--- src/rtl/key_debounce_repeat.sv ---
// Push-button conditioner: per-key 2-flop synchroniser, debounce FSM and auto-repeat tic.
// Inputs are active-low raw buttons; every output is a registered active-high level or pulse.
module key_debounce_repeat #(
  parameter int unsigned          N_KEYS          = 4,
  parameter int unsigned          DEBOUNCE_CYCLES = 240000,
  parameter int unsigned          REPEAT_DELAY    = 6000000,
  parameter int unsigned          REPEAT_PERIOD   = 1200000,
  parameter logic [N_KEYS-1:0]    REPEAT_EN       = {N_KEYS{1'b1}}
) (
  input  logic              clk,
  input  logic              rst_n,
  input  logic [N_KEYS-1:0] i_key,
  output logic [N_KEYS-1:0] o_state,
  output logic [N_KEYS-1:0] o_press,
  output logic [N_KEYS-1:0] o_release,
  output logic [N_KEYS-1:0] o_tic
);

  localparam int unsigned MaxDbRd   = (DEBOUNCE_CYCLES > REPEAT_DELAY) ?
                                      DEBOUNCE_CYCLES : REPEAT_DELAY;
  localparam int unsigned MaxCycles = (MaxDbRd > REPEAT_PERIOD) ? MaxDbRd : REPEAT_PERIOD;
  localparam int unsigned CntW      = (MaxCycles > 1) ? $clog2(MaxCycles) : 1;

  localparam logic [CntW-1:0] DebLast    = CntW'(DEBOUNCE_CYCLES - 1);
  localparam logic [CntW-1:0] DelayLast  = CntW'(REPEAT_DELAY - 1);
  localparam logic [CntW-1:0] PeriodLast = CntW'(REPEAT_PERIOD - 1);
  localparam logic [CntW-1:0] CntOne     = CntW'(1);

  typedef enum logic [2:0] {
    StReleased,
    StPressWait,
    StHeld,
    StRepeating,
    StReleaseWait
  } state_e;

  // Synchroniser resets to the released (high) level so no false press follows reset.
  logic [N_KEYS-1:0] sync1_q, sync2_q;
  logic [N_KEYS-1:0] sync1_d, sync2_d;
  logic [N_KEYS-1:0] raw_p;

  always_comb begin
    sync1_d = i_key;
    sync2_d = sync1_q;
    raw_p   = ~sync2_q;
  end

  always_ff @(posedge clk or negedge rst_n) begin
    if (!rst_n) begin
      sync1_q <= '1;
      sync2_q <= '1;
    end else begin
      sync1_q <= sync1_d;
      sync2_q <= sync2_d;
    end
  end

  for (genvar k = 0; k < N_KEYS; k++) begin : g_key
    state_e          st_q, st_d;
    logic [CntW-1:0] cnt_q, cnt_d;
    logic            level_q, level_d;
    logic            press_q, press_d;
    logic            release_q, release_d;
    logic            tic_q, tic_d;

    always_comb begin
      st_d      = st_q;
      cnt_d     = cnt_q;
      press_d   = 1'b0;
      release_d = 1'b0;
      tic_d     = 1'b0;

      unique case (st_q)
        StReleased: begin
          if (raw_p[k]) begin
            st_d  = StPressWait;
            cnt_d = '0;
          end
        end
        StPressWait: begin
          if (!raw_p[k]) begin
            st_d  = StReleased;
            cnt_d = '0;
          end else if (cnt_q == DebLast) begin
            st_d    = StHeld;
            cnt_d   = '0;
            press_d = 1'b1;
            tic_d   = 1'b1;
          end else begin
            cnt_d = cnt_q + CntOne;
          end
        end
        StHeld: begin
          if (!raw_p[k]) begin
            st_d  = StReleaseWait;
            cnt_d = '0;
          end else if (cnt_q == DelayLast) begin
            // With repeat disabled the counter parks here instead of wrapping.
            if (REPEAT_EN[k]) begin
              st_d  = StRepeating;
              cnt_d = '0;
              tic_d = 1'b1;
            end
          end else begin
            cnt_d = cnt_q + CntOne;
          end
        end
        StRepeating: begin
          if (!raw_p[k]) begin
            st_d  = StReleaseWait;
            cnt_d = '0;
          end else if (cnt_q == PeriodLast) begin
            cnt_d = '0;
            tic_d = 1'b1;
          end else begin
            cnt_d = cnt_q + CntOne;
          end
        end
        StReleaseWait: begin
          if (raw_p[k]) begin
            st_d  = StHeld;
            cnt_d = '0;
          end else if (cnt_q == DebLast) begin
            st_d      = StReleased;
            cnt_d     = '0;
            release_d = 1'b1;
          end else begin
            cnt_d = cnt_q + CntOne;
          end
        end
        default: begin
          st_d  = StReleased;
          cnt_d = '0;
        end
      endcase

      level_d = (st_d == StHeld) || (st_d == StRepeating) || (st_d == StReleaseWait);
    end

    always_ff @(posedge clk or negedge rst_n) begin
      if (!rst_n) begin
        st_q      <= StReleased;
        cnt_q     <= '0;
        level_q   <= 1'b0;
        press_q   <= 1'b0;
        release_q <= 1'b0;
        tic_q     <= 1'b0;
      end else begin
        st_q      <= st_d;
        cnt_q     <= cnt_d;
        level_q   <= level_d;
        press_q   <= press_d;
        release_q <= release_d;
        tic_q     <= tic_d;
      end
    end

    assign o_state[k]   = level_q;
    assign o_press[k]   = press_q;
    assign o_release[k] = release_q;
    assign o_tic[k]     = tic_q;
  end

endmodule

--- config.mk ---
export PLATFORM = sky130hd
export DESIGN_NAME = key_debounce_repeat
export DESIGN_NICKNAME = d
export VERILOG_FILES = /design/src/rtl/key_debounce_repeat.sv
export SDC_FILE = /design/constraint.sdc
export NUM_CORES = 1
export LEC_CHECK = 0
export BUFFER_PORTS_ARGS = -buffer_cell sky130_fd_sc_hd__buf_2
export CELL_PAD_IN_SITES_DETAIL_PLACEMENT = 1
export CELL_PAD_IN_SITES_GLOBAL_PLACEMENT = 1
export CORE_ASPECT_RATIO = 0.9
export CORE_MARGIN = 4
export CORE_UTILIZATION = 53
export DETAILED_ROUTE_END_ITERATION = 8
export MAX_ROUTING_LAYER = met4
export PLACE_DENSITY_LB_ADDON = 0.1
export SYNTH_ARGS = -nofsm -noshare
export SYNTH_HDL_FRONTEND = slang
export SYNTH_SLANG_ARGS = --single-unit
--- constraint.sdc ---
create_clock -name clk -period 4.15 [get_ports clk]
set_input_delay 0.83 -clock clk [delete_from_list [all_inputs] [get_ports clk]]
set_output_delay 0.83 -clock clk [all_outputs]
set_load 0.05 [all_outputs]
==> flow_summary_export.csv, run 1 <==
group,metric,value,unit
outcome,status,"complete, no violations",
place,portBuffers,21,
grt,antenna_found_initial,1,
cells_and_area,area_growth,9.85,%
cts,clock-sinks,128,
cts,clock_path_buffers,2,
setup_path,cpPeakStageDelay,0.67,ns
routing,wl_per_cell,18.3,um
setup_path,crit_chain,"ha_1 -> nand3_1 -> nor4_2 -> a211oi_1 -> a221o_1 -> nor2_2 -> nor3_1",
timing,tns,0,ns
timing,finalCriticalPeriod,3.15,ns
setup_path,cp_max_fo,20,
floorplanning,die_area,0.0149,sq mm
cells_and_area,fin_area,0.00757,sq mm
synthesis,synthCells,748,
place,place_inst,895,
synthesis,ys_seq_area_frac,0.466,
cts,h-tree-depth,4,
cts,clk_pin_slew,0.05,ns
place,detailed_place_hpwl,11400,um
cts,cts_tree,"built",
floorplanning,die_h,116,um
pwr,peakVddDrop,0.317,mV
routing,routed_wl,16900,um
synthesis,synth-simple-area-share,0.308,
synthesis,synthAdderAreaFrac,0.00726,
synthesis,ys_types,70,
timing,rsz0062_at_grt,"false",
synthesis,ys_async_sr_fraction,1.00,
place,place_area,0.00701,sq mm
cells_and_area,layout_commonest_cell,"dfrtp_1",
cells_and_area,nFillCells,1442,
setup_path,crit_slowest_cell,"nor2_2",
synthesis,synth_compound_area_frac,0.113,
timing,clock_skew,0.0170,ns
pwr,leakagePower,3.19,nW
cells_and_area,multi_input_area,0.00340,sq mm
routing,drtIter0Drc,350,
cts,post_cts_buffers,0,
setup_path,crit_path_end_kind,"flip-flop",
timing,final.period_utilization,0.758,
routing,postRouteAntennaNets,0,
grt,grt_max_degree,114,
hold_path,hold_class,"reg -> reg",
routing,vias,5616,
routing,top_layer,"met4",
setup_path,arrival,3.40,ns
timing,tightest_slew,1.07,ns
synthesis,ys_ff_latch,128,
grt,grt_overflow,0,
routing,dr_wl_met2,8450,um
synthesis,syn-num-nets,758,
timing,timing.fmax,318,MHz
synthesis,syn_area_per_cell,9.22,sq um
pwr,power,2.88,mW
routing,via_per_inst,6.05,
cts,clk_latency,0.42,ns
grt,grt_pass1_wl,29200,um
cts,post_cts_resized,0,
setup_path,crit_path_start_kind,"flip-flop",
synthesis,synth.yosys.warnings,0,
routing,firstDrtPassIters,5,
synthesis,synth.mux.area_fraction,0.00454,
cells_and_area,instances_no_fill,928,
cells_and_area,drive_gt1_frac,0.114,
pwr,powerDensity,381,mW/mm^2
synthesis,syn_area,0.00690,sq mm
synthesis,synth_top_family_by_area,"simple AND/OR/NAND/NOR gates",
synthesis,synth_edf_count,0,
routing,drc,0,
cts,numCtsBuffers,17,
grt,grt_pass1_vias,5828,
setup_path,worst_ep_required_time,4.41,ns
synthesis,synth_xor_area_frac,0.0584,
timing,hold_violations,0,
setup_path,criticalPathCategory,"reg -> reg",
setup_path,critPathTopFamily,"simple AND/OR/NAND/NOR gates",
floorplanning,dieWidth,128,um
grt,track_usage,0.251,
floorplanning,ios,22,
floorplanning,core-area,0.0127,sq mm
floorplanning,initial_core_util,0.541,
routing,met3_length,453,um
timing,relSlewSlack,0.282,
setup_path,path_buf_inv,0,
floorplanning,core.rowCount,39,
cells_and_area,final_cell_mix,"dfrtp_1, nor2_1, nand2_1, nand3_1, xor2_1",
place,globalplace.congestion,0.887,
cells_and_area,area.sequential,0.00321,sq mm
timing,slew_viol_final,0,
routing,wl_met1,7680,um
cts,clockRootBuffer,"clkbuf_16",
cts,hold_buffers,0,
synthesis,synthFlopType,"dfrtp_1",
cells_and_area,nets,760,
run,max_cap_violations,0,
timing,setup_viol,0,
sequential cells by signal, indices dropped and copies added, names as in the netlist:
name and flops:
g_key.cnt_q 92, g_key.press_q 4, g_key.st_q 12, g_key.level_q 4, sync1_q 4, g_key.release_q 4
g_key.tic_q 4, sync2_q 4
logic make-up after synthesis:
family / after synthesis
DFF: 128
AOI/OAI and AO/OA: 118
and+or+nand+nor: 395
buffers and inverters: 54
xor gates and xnor gates: 46
muxes: 3
adders and majority gates: 4
final timing paths:
path / start / to / slack [ns] / cells past startpoint
max in group asynchronous: rst_n / sync2_q[2] / 2.65 / 2
hold / removal: sync1_q[1] / sync2_q[1] / 0.36 / 0
min in group asynchronous: rst_n / g_key[0].cnt_q[4] / 0.54 / 1
setup / recovery: g_key[1].cnt_q[0] / g_key[1].cnt_q[12] / 1.00 / 7
setup reg to reg: g_key[1].cnt_q[0] / g_key[1].cnt_q[12] / 1.00 / 7
hold reg to reg: sync1_q[1] / sync2_q[1] / 0.36 / 0
cells in the mapped netlist (4+ instances only):
| cell | number | area, sq um |
|---|---|---|
| a211oi_1 | 5 | 37.5 |
| a21o_1 | 13 | 97.6 |
| a21oi_1 | 22 | 110 |
| a22o_1 | 8 | 70.1 |
| a31oi_1 | 17 | 106 |
| and2_1 | 12 | 75.1 |
| and3_1 | 15 | 93.8 |
| and4_1 | 7 | 61.3 |
| buf_4 | 20 | 150 |
| clkbuf_1 | 18 | 67.6 |
| dfrtp_1 | 120 | 3000 |
| dfstp_2 | 8 | 210 |
| ha_1 | 4 | 50.1 |
| inv_1 | 11 | 41.3 |
| nand2_1 | 73 | 274 |
| nand2b_1 | 5 | 31.3 |
| nand3_1 | 43 | 215 |
| nand3b_1 | 12 | 90.1 |
| nand4_1 | 25 | 156 |
| nor2_1 | 102 | 383 |
| nor3_1 | 28 | 140 |
| nor3b_1 | 5 | 37.5 |
| nor4_1 | 17 | 106 |
| nor4b_1 | 4 | 35.0 |
| nor4b_2 | 4 | 60.1 |
| nor4bb_1 | 5 | 50.1 |
| o21ai_0 | 26 | 130 |
| or2_2 | 6 | 37.5 |
| or4_1 | 4 | 30.0 |
| xnor2_1 | 17 | 149 |
| xor2_1 | 29 | 254 |
metal layers:
metal | vias to the layer above | global-route usage
li1 | 2678 | -
met1 | 2828 | 0.313
met2 | 83 | 0.408
met3 | 27 | 0.0366
met4 | 0 | 0.115
met5 | - | -
where the power goes:
group	internal, mW	switching (mW)	total [mW]
logic	0.0478	0.0955	0.143
clock network	0.898	0.522	1.42
registers	1.28	0.0376	1.32
cell type report:
cell class | count | share of cell area
diodes | 1 | 0.000330
flip-flops and latches | 128 | 0.424
repair buffers | 26 | 0.0197
clock buffers | 26 | 0.0672
multi-input cells | 566 | 0.449
inverters | 11 | 0.00545
clock inverters | 6 | 0.00727
well taps | 164 | 0.0271
worst register-to-register path, stage by stage, from the launching register on:
cell and delay [ns]:
dfrtp_1 0.40, ha_1 0.24, nand3_1 0.23, nor4_2 0.62, a211oi_1 0.21, a221o_1 0.49, nor2_2 0.67, nor3_1 0.15
metrics by stage:
stage / util / hold slack, ns / setup WS (ns)
floorplan: - / 0.345 / 1.77
global placement: 0.550 / 0.345 / 1.20
detailed placement: 0.550 / 0.348 / 1.01
CTS: 0.595 / 0.357 / 0.975
global route: 0.595 / 0.364 / 0.679
finish: 0.595 / 0.356 / 1.00
Note: power is estimated with default switching activity, not from simulation.
==> run 2: changes to the inputs <==
CORE_UTILIZATION = 49   (was 53)
clock period = 3.22 ns   (was 4.15 ns; I/O delays follow)
==> flow_summary_export.csv, run 2 (synthesis results as in run 1) <==
group,metric,value,unit
setup_path,endpoint,"g_key[3].cnt_q[2]",
setup_path,cp_max_fo,12,
cells_and_area,max_flop_register,"g_key.cnt_q",
routing,drtIter0Drc,330,
cells_and_area,area_growth,11.6,%
place,place_ws,0.480,ns
grt,track_usage,0.229,
place,place_area,0.00710,sq mm
cells_and_area,drive_gt1_frac,0.125,
routing,via_per_inst,5.85,
cts,clockRootBuffer,"clkbuf_16",
grt,grt_pass1_wl,29200,um
setup_path,startpoint,"g_key[3].cnt_q[12]",
cts,post_cts_resized,0,
place,globalplace.congestion,0.892,
setup_path,worst-r2r-cell-count,6,
grt,grt_pass1_vias,5860,
floorplanning,dieWidth,133,um
timing,rsz0062_at_grt,"false",
pwr,power,3.82,mW
run,max_cap_violations,0,
cts,clock_path_buffers,2,
pwr,leakagePower,3.23,nW
cells_and_area,nets,767,
cts,clk_pin_slew,0.05,ns
timing,clock_skew,0.00828,ns
cells_and_area,final_cell_mix,"dfrtp_1, nor2_1, nand2_1, nand3_1, xor2_1",
routing,drc,0,
cts,h-tree-depth,4,
cells_and_area,largest_reg_flops,92,
floorplanning,core-area,0.0136,sq mm
cells_and_area,instances_no_fill,959,
cells_and_area,fin_util,0.567,
floorplanning,die_area,0.0160,sq mm
floorplanning,ios,22,
timing,tns,0,ns
place,portBuffers,21,
cts,hold_buffers,0,
outcome,status,"complete, no violations",
setup_path,crit_path_end_kind,"flip-flop",
hold_path,hold_class,"in -> async",
routing,postRouteAntennaNets,0,
cells_and_area,n_antenna_cell,0,
cts,post_cts_buffers,0,
setup_path,crit_chain,"or4b_1 -> or4_4 -> or2_1 -> a2bb2oi_2 -> and2_1 -> o32ai_1",
setup_path,r2r_slack,0.47,ns
grt,grt_max_degree,56,
setup_path,criticalPathCategory,"reg -> reg",
timing,final.period_utilization,0.854,
floorplanning,core.rowCount,40,
floorplanning,die_h,121,um
pwr,powerDensity,496,mW/mm^2
place,place_inst,927,
setup_path,r2r-end,"g_key[3].cnt_q[2]",
setup_path,rr_startpoint,"g_key[3].cnt_q[12]",
routing,vias,5614,
cells_and_area,nFillCells,1540,
routing,firstDrtPassIters,4,
cts,numCtsBuffers,17,
timing,timing.hold.ws,0.235,ns
cells_and_area,area.sequential,0.00321,sq mm
timing,relSlewSlack,0.410,
timing,timing.final.ws_setup,0.469,ns
timing,slew_viol_final,0,
timing,tightest_slew,0.876,ns
setup_path,worst_ep_required_time,3.49,ns
setup_path,cpPeakStageDelay,0.52,ns
routing,routed_wl,16800,um
grt,grt_overflow,0,
pwr,peakVddDrop,0.367,mV
routing,wl_per_cell,17.5,um
timing,setup_viol,0,
place,detailed_place_hpwl,11500,um
setup_path,crit_path_start_kind,"flip-flop",
cells_and_area,fin_area,0.00769,sq mm
cts,clk_latency,0.42,ns
timing,hold_violations,0,
setup_path,crit_slowest_cell,"or4b_1",
cells_and_area,largestRegisters,"g_key.cnt_q (92), g_key.st_q (12)",
floorplanning,initial_core_util,0.508,
cts,cts_tree,"built",
setup_path,arrival,3.02,ns
cells_and_area,layout_commonest_cell,"dfrtp_1",
timing,timing.fmax,364,MHz
cells_and_area,multi_input_area,0.00340,sq mm
grt,antenna_found_initial,0,
timing,finalCriticalPeriod,2.75,ns
cts,clock-sinks,128,
==> run 2: cell count changes in the layout (fill, tap and decap cells not counted), moves of 2 or more <==
cell        change
buf_4           +7
clkbuf_1        -2
clkinv_2        -2
clkinvlp_4      +3
==> run 2: where the power goes <==
| part | switching, mW | total [mW] | internal [mW] |
|---|---|---|---|
| clock | 0.701 | 1.92 | 1.22 |
| combinational | 0.129 | 0.196 | 0.0671 |
| sequential | 0.0516 | 1.71 | 1.65 |
| total | 0.881 | 3.82 | 2.94 |
==> run 2: worst min path at each step <==
stage / from / to / slack, ns / cells after the start
2_1_floorplan: rst_n / g_key[0].cnt_q[0] / 0.35 / 0
3_5_place_dp: sync1_q[3] / sync2_q[3] / 0.35 / 0
4_1_cts: rst_n / g_key[3].cnt_q[10] / 0.25 / 1
3_3_place_gp: sync1_q[2] / sync2_q[2] / 0.35 / 0
5_1_grt: rst_n / g_key[3].cnt_q[8] / 0.28 / 1
6_report: rst_n / g_key[3].cnt_q[8] / 0.23 / 1
==> run 2: worst max-delay path, delay by kind of cell, from the launching register on <==
family	cells	cell delay, ns
and+or+nand+nor	4	1.77
DFF	1	0.42
AOI/OAI and AO/OA	2	0.40
==> run 2: routing by layer <==
metal / track usage / routed length (um) / share of wire / vias to the layer above
met2: 0.370 / 8180 / 0.49 / 68
met5: - / 0 / 0 / -
met3: 0.0512 / 416 / 0.025 / 25
met1: 0.290 / 7970 / 0.47 / 2821
met4: 0.0727 / 239 / 0.014 / 0
li1: - / - / - / 2700
==> run 2: layout make-up <==
class                           instances  area share
Clock buffer                           23      0.0634
Clock inverter                          9      0.0138
Inverter                               11     0.00537
Multi-Input combinational cell        566       0.442
Sequential cell                       128       0.418
Tap cell                              189      0.0307
Timing Repair Buffer                   33      0.0273
